--- src/rtl/ysyx_22040759_id_ex.sv ---
`default_nettype none
// ============================================================================
//  Module   : ysyx_22040759_id_ex
//  Brief    : ID->EX pipeline register with a valid/allowin handshake, flush,
//             and load-use interlock against the held instruction.
//             The interlock is compiled in only when the macro
//             YSYX_22040759_LOAD_USE_EN is defined. Otherwise ds_stall is 0,
//             and EX must hold es_ready_go low until load data can be forwarded.
//  Revision : 1.0 - initial release
// ============================================================================
module ysyx_22040759_id_ex #(
    parameter int XLEN   = 64,
    parameter int CTRL_W = 16
) (
    input  logic              clock,
    input  logic              reset,
    // ID side
    input  logic              ds_to_es_valid,
    input  logic [XLEN-1:0]   ds_pc,
    input  logic [XLEN-1:0]   ds_rs1_data,
    input  logic [XLEN-1:0]   ds_rs2_data,
    input  logic [XLEN-1:0]   ds_imm,
    input  logic [4:0]        ds_rs1,
    input  logic [4:0]        ds_rs2,
    input  logic [4:0]        ds_rd,
    input  logic              ds_reg_wen,
    input  logic              ds_is_load,
    input  logic [CTRL_W-1:0] ds_ctrl,
    output logic              es_allowin,
    output logic              ds_stall,
    // EX / MEM handshake
    input  logic              es_ready_go,
    input  logic              ms_allowin,
    input  logic              flush,
    output logic              es_valid,
    output logic              es_to_ms_valid,
    // Registered payload
    output logic [XLEN-1:0]   es_pc,
    output logic [XLEN-1:0]   es_rs1_data,
    output logic [XLEN-1:0]   es_rs2_data,
    output logic [XLEN-1:0]   es_imm,
    output logic [4:0]        es_rs1,
    output logic [4:0]        es_rs2,
    output logic [4:0]        es_rd,
    output logic              es_reg_wen,
    output logic              es_is_load,
    output logic [CTRL_W-1:0] es_ctrl
);

    logic              r_esValid;
    logic [XLEN-1:0]   r_pc;
    logic [XLEN-1:0]   r_rs1Data;
    logic [XLEN-1:0]   r_rs2Data;
    logic [XLEN-1:0]   r_imm;
    logic [4:0]        r_rs1;
    logic [4:0]        r_rs2;
    logic [4:0]        r_rd;
    logic              r_regWen;
    logic              r_isLoad;
    logic [CTRL_W-1:0] r_ctrl;

    logic w_allowin;
    logic w_loadUse;
    logic w_stall;
    logic w_capture;

    // The stage can take a new instruction when empty or when the held one leaves.
    assign w_allowin = !r_esValid || (es_ready_go && ms_allowin);

`ifdef YSYX_22040759_LOAD_USE_EN
    // The held load's result is not yet available to the instruction in ID.
    // x0 never creates a dependency.
    assign w_loadUse = r_esValid && r_isLoad && r_regWen && (r_rd != 5'd0)
                       && ((r_rd == ds_rs1) || (r_rd == ds_rs2));
`else
    assign w_loadUse = 1'b0;
`endif

    assign w_stall   = w_loadUse && ds_to_es_valid;
    assign w_capture = w_allowin && ds_to_es_valid && !w_stall && !flush;

    // Occupancy: flush wins, then capture, then a bubble whenever the slot drains.
    always_ff @(posedge clock or posedge reset) begin
        if (reset) begin
            r_esValid <= 1'b0;
        end else if (flush) begin
            r_esValid <= 1'b0;
        end else if (w_capture) begin
            r_esValid <= 1'b1;
        end else if (w_allowin) begin
            r_esValid <= 1'b0;
        end
    end

    // Payload loads only on capture; stale contents are masked by es_valid downstream.
    always_ff @(posedge clock or posedge reset) begin
        if (reset) begin
            r_pc      <= '0;
            r_rs1Data <= '0;
            r_rs2Data <= '0;
            r_imm     <= '0;
            r_rs1     <= '0;
            r_rs2     <= '0;
            r_rd      <= '0;
            r_regWen  <= 1'b0;
            r_isLoad  <= 1'b0;
            r_ctrl    <= '0;
        end else if (w_capture) begin
            r_pc      <= ds_pc;
            r_rs1Data <= ds_rs1_data;
            r_rs2Data <= ds_rs2_data;
            r_imm     <= ds_imm;
            r_rs1     <= ds_rs1;
            r_rs2     <= ds_rs2;
            r_rd      <= ds_rd;
            r_regWen  <= ds_reg_wen;
            r_isLoad  <= ds_is_load;
            r_ctrl    <= ds_ctrl;
        end
    end

    assign es_allowin     = w_allowin;
    assign ds_stall       = w_stall;
    assign es_valid       = r_esValid;
    assign es_to_ms_valid = r_esValid && es_ready_go;
    assign es_pc          = r_pc;
    assign es_rs1_data    = r_rs1Data;
    assign es_rs2_data    = r_rs2Data;
    assign es_imm         = r_imm;
    assign es_rs1         = r_rs1;
    assign es_rs2         = r_rs2;
    assign es_rd          = r_rd;
    assign es_reg_wen     = r_regWen;
    assign es_is_load     = r_isLoad;
    assign es_ctrl        = r_ctrl;

endmodule
`default_nettype wire

--- config.mk ---
export PLATFORM = sky130hd
export DESIGN_NAME = ysyx_22040759_id_ex
export DESIGN_NICKNAME = d
export VERILOG_FILES = /design/src/rtl/ysyx_22040759_id_ex.sv
export SDC_FILE = /design/constraint.sdc
export NUM_CORES = 1
export LEC_CHECK = 0
export ABC_CLOCK_PERIOD_IN_PS = 8730
export BUFFER_PORTS_ARGS = -buffer_cell sky130_fd_sc_hd__buf_2
export CAP_MARGIN = 20
export CORE_AREA = 2 2 230 232
export CTS_CLUSTER_DIAMETER = 200
export DETAILED_ROUTE_END_ITERATION = 12
export DIE_AREA = 0 0 232 234
export GPL_TIMING_DRIVEN = 1
export PLACE_DENSITY_LB_ADDON = 0.05
export SYNTH_ARGS = -nofsm -noshare
export SYNTH_HDL_FRONTEND = slang
export SYNTH_SLANG_ARGS = --single-unit
--- constraint.sdc ---
create_clock -name clock -period 8.73 [get_ports clock]
set_input_delay 1.3095 -clock clock [delete_from_list [all_inputs] [get_ports clock]]
set_output_delay 1.3095 -clock clock [all_outputs]
set_load 0.02 [all_outputs]
; ---- Word level (Yosys, flattened, before mapping)
; Index checks and enable logic that the tools add are counted.
; Widths: inputs -> output; s select.
[classes]
add_sub_neg = 0
n_mul = 0
n_div = 0
order_cmp = 0
eq_ne = 0
n_shift = 0
n_mux = 3
bitwise_logic = 0
reduce_logical = 8
[ops]
columns = operator, count
row1 = $logic_and 1x1->1, 4
row2 = $mux 1, 3
row3 = $reduce_bool 3->1, 1
row4 = $logic_not 1->1, 2
row5 = $logic_or 1x1->1, 1
[totals]
reg_bits = 290
latch_bits = 0
ramBits = 0
mem_bits_ro = 0
inputBits = 295
output_inout_bits = 293
elab_cells = 22
memories = 0

; ---- Logic depth before layout (Yosys ltp)
; Gate-level depths: netlist of run 1.
[logic_depth]
ltp_word = 6
depth_mapped = 6
depth_no_buf = 3

; ---- Least setup slack after synthesis of run 1
; Ideal clock, no wire load.
[synth_path]
path_type = input to output
startpoint = input port es_ready_go
endpoint = output port es_allowin
t_arrival_ps = 1599
required_time_ps = 7420
path_slack_ps = 5821
cell_stages = 2
path_buffers = 0
cell_sequence = a21boi_2 -> inv_1
[synth_via]
elab_chain_cells = 2
[synth_lines]
columns = element, line
row1 = start: declaration, 32  ; input logic es_ready_go,
row2 = $logic_and 1x1->1, 68  ; assign w_allowin = !r_esValid || (es_ready_go && ms_allowin);
row3 = $logic_or 1x1->1, 68
row4 = end: declaration, 29  ; output logic es_allowin,
; Every way passes these cells.

; ---- Final worst setup path of run 1
[layout_path]
startpoint = input port es_ready_go
endpoint = register r_rs1Data[43], in the netlist es_rs1_data[43]
[layout_via]
elab_chain_cells = 4
[layout_lines]
columns = element, line
row1 = $logic_and 1x1->1, 68
row2 = $logic_or 1x1->1, 68
row3 = $logic_and 1x1->1 (2 in a row), 80  ; assign w_capture = w_allowin && ds_to_es_valid && !w_stall && !flush;
row4 = end signal: assignment, 110  ; r_rs1Data <= ds_rs1_data;
row5 = end: declaration, 52  ; logic [XLEN-1:0] r_rs1Data;
; Every way passes these cells.
; A chain may end at the register's enable or synchronous reset.

==> reports/results.txt, run 1 <==
Global Route Usage Sum -> 0.137
H-tree levels -> 2
Inst Count DP -> 1867
Multi-input logic area -> 4090 um^2
Die width -> 232 um
Drt pass-1 iters -> 4
Crit start category -> input pin
Final Net Count -> 1514
VDD IR max -> 0.134 mV
Ys Warns -> 0
Design Area, Final -> 16500 um^2
Die area -> 54300 um^2
DR WL/cell -> 19.8 um
P&R area growth vs syn -> 39.2%
Area leader, netlist -> dfrtp_1
CTS max path bufs -> 3
FF+latch area -> 7260 um^2
Yosys reg bits -> 290
Clk_skew -> 0.00607 ns
Pint -> 3120 uW
Routed WL -> 38500 um
RSZ-0062 raised after global routing -> no
I/O pin count -> 588
DRC -> 0
Sequential share of power -> 0.384
Max-cap violation count -> 0
Initial Utilization -> 0.228
# hold bufs at CTS -> 0
Clk sink count -> 290
Number of global-route vias before repair -> 8098
Final hold viol count -> 0
Share of the synthesized area in the top cell type -> 0.611
Relative slew slack -> 0.131
# fillers -> 5325
Setup violations, final -> 0
Setup bufs post-CTS -> 0
Post-layout util -> 0.318
Final Max Tran Viols -> 0
Min cycle time layout -> 3.32 ns
Latest clock arrival within the worst-skew pair -> 0.53 ns
Avg Cell Area, Syn -> 19.2 um^2
Post-Syn Area -> 11900 um^2
PostCTS Resize Cnt -> 0
Adder-cell share of the synthesized area -> 0
Global route overflow -> 0
Row cnt -> 84
Worst slew pin tran -> 1.30 ns
Placed instance area -> 15200 um^2
Mux share of post-synthesis cell area -> 0.340
Hpwl dp -> 27900 um
Post-Layout Cell Count -> 1938
Mapped Cells -> 620
CTS clk-pin slew, worst paths -> 0.06 ns
Largest net degree at the start of global routing -> 140
Total negative slack -> 0 ns
XOR/XNOR Fraction of Synth Area -> 0
CP Max Fanout -> 119
Switch share -> 0.303
Largest family of logic cells by synthesized area -> multiplexers
Pre-CTS worst setup slack -> 4.84 ns
First-pass GRT wire length -> 54800 um
Post-synthesis simple-gate area fraction -> 0.00221
Detailed Route Iter0 Violations -> 258
Core area -> 52000 um^2
Final GP Congestion -> 0.754
Inserted Clock Buffers -> 38
Compound-Gate Fraction of Synth Area -> 0.000948
Peak Freq -> 301 MHz
Gate power share -> 0.255
Worst EP arrival -> 3.74 ns
Worst hold path type -> register to register
Layout cells sized above 1 -> 0.757
Post-route ant nets -> 0
IO buf count -> 586
Switching power total -> 1360 uW
Crit. End Element -> register
Vias per cell -> 3.84
Period utilisation layout -> 0.381
Leakage -> 0.00828 uW
Initial antenna violation count -> 11
Netlist cell types -> 12
Setup ws final -> 5.41 ns
CTS tree -> built
CP required -> 9.15 ns
Die H -> 234 um
Dominant cells by area after synthesis -> dfrtp_1 (61%), mux2_4 (27%), mux2_2 (7.5%)
Vias -> 7449
CP Class -> input pin to register
Root Buffer -> clkbuf_16
Clock Power Share -> 0.361
Seq/Total Area, Yosys -> 0.611
Syn_nets -> 915
Pwr/cell area -> 271 nW/um^2
Status -> finished, final reports clean
## worst paths after layout
kind	from	slack (ns)	to	cells past startpoint
hold / removal	es_rs2_data[19]	0.50	es_rs2_data[19]	1
setup reg to reg	es_valid	5.79	es_rs1_data[43]	5
hold reg to reg	es_rs2_data[19]	0.50	es_rs2_data[19]	1
max in group asynchronous	reset	6.40	es_rs2_data[34]	3
setup / recovery	es_ready_go	5.41	es_rs1_data[43]	6
min in group asynchronous	reset	0.91	es_rs2[4]	2
## synth_stat cells
cell type,count
buf_12,22
dfrtp_1,290
and2_1,1
mux2_2,79
a21boi_2,1
conb_1,1
buf_6,3
nor3b_2,1
inv_1,2
nor2_1,2
buf_4,8
mux2_4,210
## state kept, by name (all words and copies together) (netlist names)
| signal | cells |
|---|---|
| es_imm | 64 |
| es_pc | 64 |
| es_rs1_data | 64 |
| es_rs2_data | 64 |
| es_ctrl | 16 |
| es_rd | 5 |
| es_rs1 | 5 |
| es_rs2 | 5 |
| es_is_load | 1 |
| es_reg_wen | 1 |
| es_valid | 1 |
## critical path, cell delays in order
cell	delay (ns)
buf_2	0.09
a21boi_2	0.08
nor3b_4	0.53
buf_4	0.51
buf_12	0.65
mux2_4	0.36
## power groups by stage
stage / clock [uW] / sequential, uW / combinational [uW]
final: 1620 / 1720 / 1140
after detailed placement: 0 / 1740 / 1170
after CTS: 1690 / 1720 / 1170
after global routing: 1750 / 1750 / 1210
after floorplan: 0 / 2050 / 417
after global placement: 0 / 1740 / 1170
## logic make-up after synthesis
family,after synthesis
AO/OA/AOI/OAI,1
buffers and inverters,35
flip-flops,290
multiplexers,289
other,1
AND/OR/NAND/NOR,4
## cell usage in the layout (no fill, tap or decap)
cell	n
clkbuf_1	8
nor3b_4	1
and2_1	1
buf_4	3
clkinvlp_4	1
clkinv_4	1
clkinv_2	4
inv_1	1
nor2_1	2
diode_2	4
a21boi_2	1
clkbuf_16	41
buf_12	3
bufinv_16	2
buf_2	586
mux2_4	210
conb_1	1
dfrtp_1	290
clkbuf_8	11
mux2_2	79
## metrics by stage
stage          hold WS (ns)  power, uW
2_1_floorplan         0.636       2470
3_3_place_gp          0.485       2910
3_5_place_dp          0.488       2900
4_1_cts               0.504       4580
5_1_grt               0.511       4710
6_report              0.501       4480
## routing by layer
metal,global-route usage,wire length (um),up-vias
met5,0,67,-
met4,0.0547,1130,12
met3,0.0582,3570,70
met2,0.237,20000,294
met1,0.147,13700,3701
li1,-,-,3372
## cell type report
class                           instances  area share
Clock inverter                          7     0.00537
Timing Repair Buffer                  592       0.182
Multi-Input combinational cell        295       0.247
Tap cell                              688      0.0520
Sequential cell                       290       0.439
Antenna cell                            4    0.000605
Clock buffer                           60      0.0730
Inverter                                2    0.000681
(Power assumes the default switching activity.)
==> run 2: changes to the inputs <==
- ABC_CLOCK_PERIOD_IN_PS: 8730 -> 3100
- CORE_AREA: 2 2 230 232 -> 2 2 231 233
- DIE_AREA: 0 0 232 234 -> 0 0 233 235
- clock period: 8.73 -> 3.1 ns (I/O delays scaled with it)
==> reports/results.txt, run 2 (synthesis results as in run 1) <==
Status -> finished, final reports clean
P&R area growth vs syn -> 40.4%
First-pass GRT wire length -> 55700 um
Die width -> 233 um
Hold_ws -> 0.0317 ns
CTS max path bufs -> 3
Critical path's largest stage delay -> 0.39 ns
Core area -> 52200 um^2
Crit. End Element -> register
Total Power -> 12500 uW
Reg2Reg Capture Point -> es_ctrl[12]
Relative slew slack -> 0.541
Initial antenna violation count -> 10
Met1 GRT Util -> 0.149
Pwr/cell area -> 750 nW/um^2
Crit start category -> register
CP required -> 3.50 ns
Max stage delay cell, worst path -> dfrtp_1
# hold bufs at CTS -> 0
Worst hold path type -> input pin to async pin
Most frequent CP cell -> buf_12
Worst EP arrival -> 2.55 ns
Global route overflow -> 0
CTS tree -> built
Vias -> 7543
Met2 Use GR -> 0.241
CP Class -> register to register
Commonest non-fill, non-tap cell in the layout -> buf_2
Initial Utilization -> 0.227
Row cnt -> 84
Worst slew pin tran -> 0.687 ns
Leakage -> 0.00834 uW
Root Buffer -> clkbuf_16
Final Net Count -> 1526
Final hold viol count -> 0
H-tree levels -> 2
Layout cells sized above 1 -> 0.756
Crit path from -> es_valid
CTS clk-pin slew, worst paths -> 0.05 ns
Grt peak-use layer -> met2
R2R depth -> 5
Die H -> 235 um
Setup violations, final -> 0
Post-route ant nets -> 0
Crit path buffers/inverters -> 2
Latest clock arrival within the worst-skew pair -> 0.53 ns
Setup bufs post-CTS -> 0
Final GP Congestion -> 0.727
PostCTS Resize Cnt -> 0
Max-cap violation count -> 0
Sequence of cells on the critical path -> a21boi_2, nor3b_4, buf_12, buf_12, mux2_4
GRT met3 Usage -> 0.0613
Clk sink count -> 290
IO buf count -> 586
Period utilisation layout -> 0.694
Inserted Clock Buffers -> 38
Drt pass-1 iters -> 4
CP Depth -> 5
Clk_skew -> 0.0180 ns
Detailed Route Iter0 Violations -> 232
DRC -> 0
Min cycle time layout -> 2.15 ns
Global Route Usage Sum -> 0.138
DR WL/cell -> 19.8 um
Final Max Tran Viols -> 0
# fillers -> 5310
Worst R2R Start -> es_valid
R2R Setup Slk -> 0.95 ns
CP Max Fanout -> 46
Largest net degree at the start of global routing -> 76
Number of global-route vias before repair -> 8234
Crit path to -> es_ctrl[12]
I/O pin count -> 588
Die area -> 54800 um^2
CP top delay family -> buffers and inverters
Vias per cell -> 3.87
VDD IR max -> 0.307 mV
Peak Freq -> 465 MHz
Routed WL -> 38700 um
Post-layout util -> 0.319
RSZ-0062 raised after global routing -> no
Most frequent cells in the layout -> buf_2 (586), dfrtp_1 (290), mux2_4 (210)
Total negative slack -> 0 ns
Hpwl dp -> 28900 um
[run 2: changes by cell type in the layout (fill, tap and decap cells not counted)]
| cell | change |
|---|---|
| buf_12 | +7 |
| buf_4 | +5 |
| clkbuf_1 | +4 |
| clkbuf_16 | -2 |
| clkbuf_8 | +1 |
| clkinv_2 | -3 |
| clkinv_4 | -1 |
| inv_6 | +1 |
[run 2: worst min-delay path by stage]
stage	startpoint	end	slack, ns	cells after the start
2_1_floorplan	flush	es_valid	0.53	1
3_3_place_gp	es_imm[23]	es_imm[23]	0.49	1
3_5_place_dp	es_rs1_data[47]	es_rs1_data[47]	0.49	1
4_1_cts	reset	es_rs1_data[43]	0.04	2
5_1_grt	reset	es_rs1_data[45]	0.06	2
6_report	reset	es_rs1_data[45]	0.03	2
[run 2: worst reg2reg max path, stage by stage, from the launching register on]
cell and delay (ns):
dfrtp_1 0.39, a21boi_2 0.19, nor3b_4 0.28, buf_12 0.34, buf_12 0.42, mux2_4 0.38
[run 2: final cells by class]
type	instances	area, um^2	share of cell area
antenna	4	10.0	0.000600
clock buffer	63	1190	0.0711
clock inverter	4	73.8	0.00443
inverter	2	11.3	0.000675
multi-input combinational	295	4090	0.245
sequential	290	7260	0.435
tap	688	861	0.0516
timing repair buffer	604	3190	0.191
[run 2: power breakdown]
part	internal [uW]	total, uW	switching [uW]	leakage, uW
sequential	4490	4840	355	0.00341
clock	2760	4440	1680	0.000618
combinational	1480	3230	1750	0.00431
[run 2: metrics by stage]
step                      cell area, um^2  worst slack [ns]  cells
after global placement              15400             0.868   1879
after global routing                16700             0.846   1947
after detailed placement            15400             0.861   1879
after floorplan                     11900             -1.21    620
after CTS                           16700             0.929   1946
final                               16700             0.950   1950
[run 2: metal layers]
layer,up-vias,part of all wire
met5,-,0.0021
met4,12,0.024
met3,66,0.10
met2,310,0.51
met1,3757,0.36
li1,3398,-
==> run 3: changes to the inputs <==
- ABC_CLOCK_PERIOD_IN_PS: 3100 -> 2120
- clock period: 3.1 -> 2.12 ns (I/O delays scaled with it)
==> reports/results.txt, run 3 (synthesis results as in run 1) <==
Drt pass-1 iters -> 4
Hold_ws -> 0.0357 ns
Row cnt -> 84
Largest net degree at the start of global routing -> 62
FF+latch area -> 7260 um^2
Initial antenna violation count -> 3
Inst Count DP -> 1888
CP required -> 2.54 ns
Post-route ant nets -> 0
Worst slew pin tran -> 0.524 ns
Leakage -> 0.00955 uW
Vias per cell -> 3.86
Pwr/cell area -> 938 nW/um^2
CTS clk-pin slew, worst paths -> 0.06 ns
Max-cap violation count -> 0
Layout cells sized above 1 -> 0.615
Final hold viol count -> 0
First-pass GRT wire length -> 60600 um
Crit start category -> register
DR WL/cell -> 18.1 um
Number of global-route vias before repair -> 9546
Total negative slack -> 0 ns
Most frequent cells in the layout -> buf_2 (586), dfrtp_1 (290), dlygate4sd3_1 (287)
Global route overflow -> 0
Setup bufs post-CTS -> 0
# fillers -> 5159
Root Buffer -> clkbuf_16
Switching power total -> 5640 uW
Commonest non-fill, non-tap cell in the layout -> buf_2
Multi-input logic area -> 4090 um^2
Die width -> 233 um
Relative slew slack -> 0.650
Post-Layout Cell Count -> 2238
H-tree levels -> 2
CP Class -> register to register
Detailed Route Iter0 Violations -> 242
Status -> finished, final reports clean
Clock Power Share -> 0.330
Routed WL -> 40500 um
Latest clock arrival within the worst-skew pair -> 0.54 ns
Die area -> 54800 um^2
Hpwl dp -> 30000 um
Peak Freq -> 526 MHz
RSZ-0062 raised after global routing -> no
P&R area growth vs syn -> 64.7%
Final GP Congestion -> 0.727
Vias -> 8628
Period utilisation layout -> 0.897
CP Max Fanout -> 31
Sequential share of power -> 0.386
Clk sink count -> 290
Clk_skew -> 0.00840 ns
# hold bufs at CTS -> 287
CTS tree -> built
Worst hold path type -> input pin to register
Inserted Clock Buffers -> 39
IO buf count -> 586
CTS max path bufs -> 3
Crit. End Element -> register
PostCTS Resize Cnt -> 0
VDD IR max -> 0.476 mV
Die H -> 235 um
Final Max Tran Viols -> 0
Gate power share -> 0.284
Core area -> 52200 um^2
Final Net Count -> 1823
Min cycle time layout -> 1.90 ns
DRC -> 0
Worst EP arrival -> 2.32 ns
Switch share -> 0.307
Pint -> 12700 uW
Initial Utilization -> 0.227
Post-layout util -> 0.375
Global Route Usage Sum -> 0.146
Setup violations, final -> 0
I/O pin count -> 588
[run 3: cell types whose count changed in the layout (fill, tap and decap cells not counted), sizes merged]
cell,delta
buf,+9
bufinv,-2
clkbuf,-5
clkinv,+3
diode,-3
dlygate4sd3,+287
inv,-1
[run 3: layer usage]
metal,part of all wire,track usage,vias up
li1,-,-,3991
met1,0.39,0.170,4245
met2,0.50,0.251,323
met3,0.083,0.0525,65
met4,0.026,0.0448,4
met5,0.00059,0,-
[run 3: critical path, cell delays in order (launching register included)]
cell      delay, ns
dfrtp_1        0.39
a21boi_2       0.19
nor3b_4        0.29
buf_12         0.28
buf_4          0.26
mux2_4         0.31
[run 3: final cells by class]
type / count / area share
inverter: 2 / 0.000575
clock inverter: 4 / 0.00102
multi-input combinational: 295 / 0.209
clock buffer: 58 / 0.0572
sequential: 290 / 0.371
antenna: 1 / 0.000128
timing repair buffer: 900 / 0.317
tap: 688 / 0.0440
[run 3: through the flow]
stage / worst slack [ns] / cell area [um^2] / power, uW
2_1_floorplan: -2.05 / 11900 / 10200
3_3_place_gp: 0.237 / 15600 / 12000
3_5_place_dp: 0.226 / 15600 / 12000
4_1_cts: 0.212 / 19600 / 18700
5_1_grt: 0.116 / 19600 / 19300
6_report: 0.219 / 19600 / 18300
[run 3: power by group through the flow]
| stage | sequential (uW) | combinational, uW | clock [uW] |
|---|---|---|---|
| 2_1_floorplan | 8440 | 1720 | 0 |
| 3_3_place_gp | 7160 | 4870 | 0 |
| 3_5_place_dp | 7150 | 4860 | 0 |
| 4_1_cts | 7090 | 5330 | 6320 |
| 5_1_grt | 7220 | 5540 | 6570 |
| 6_report | 7080 | 5220 | 6050 |
[run 3: path summary, 6_finish.rpt]
path / from / slack, ns / endpoint / cells past startpoint
min in group asynchronous: reset / 0.41 / es_rs1_data[42] / 3
min: ds_rs2_data[12] / 0.04 / es_rs2_data[12] / 2
min reg2reg: es_rs2_data[7] / 0.50 / es_rs2_data[7] / 1
max in group asynchronous: reset / 0.97 / es_pc[37] / 4
max reg2reg: es_valid / 0.22 / es_rs2[0] / 5
max: es_valid / 0.22 / es_rs2[0] / 5
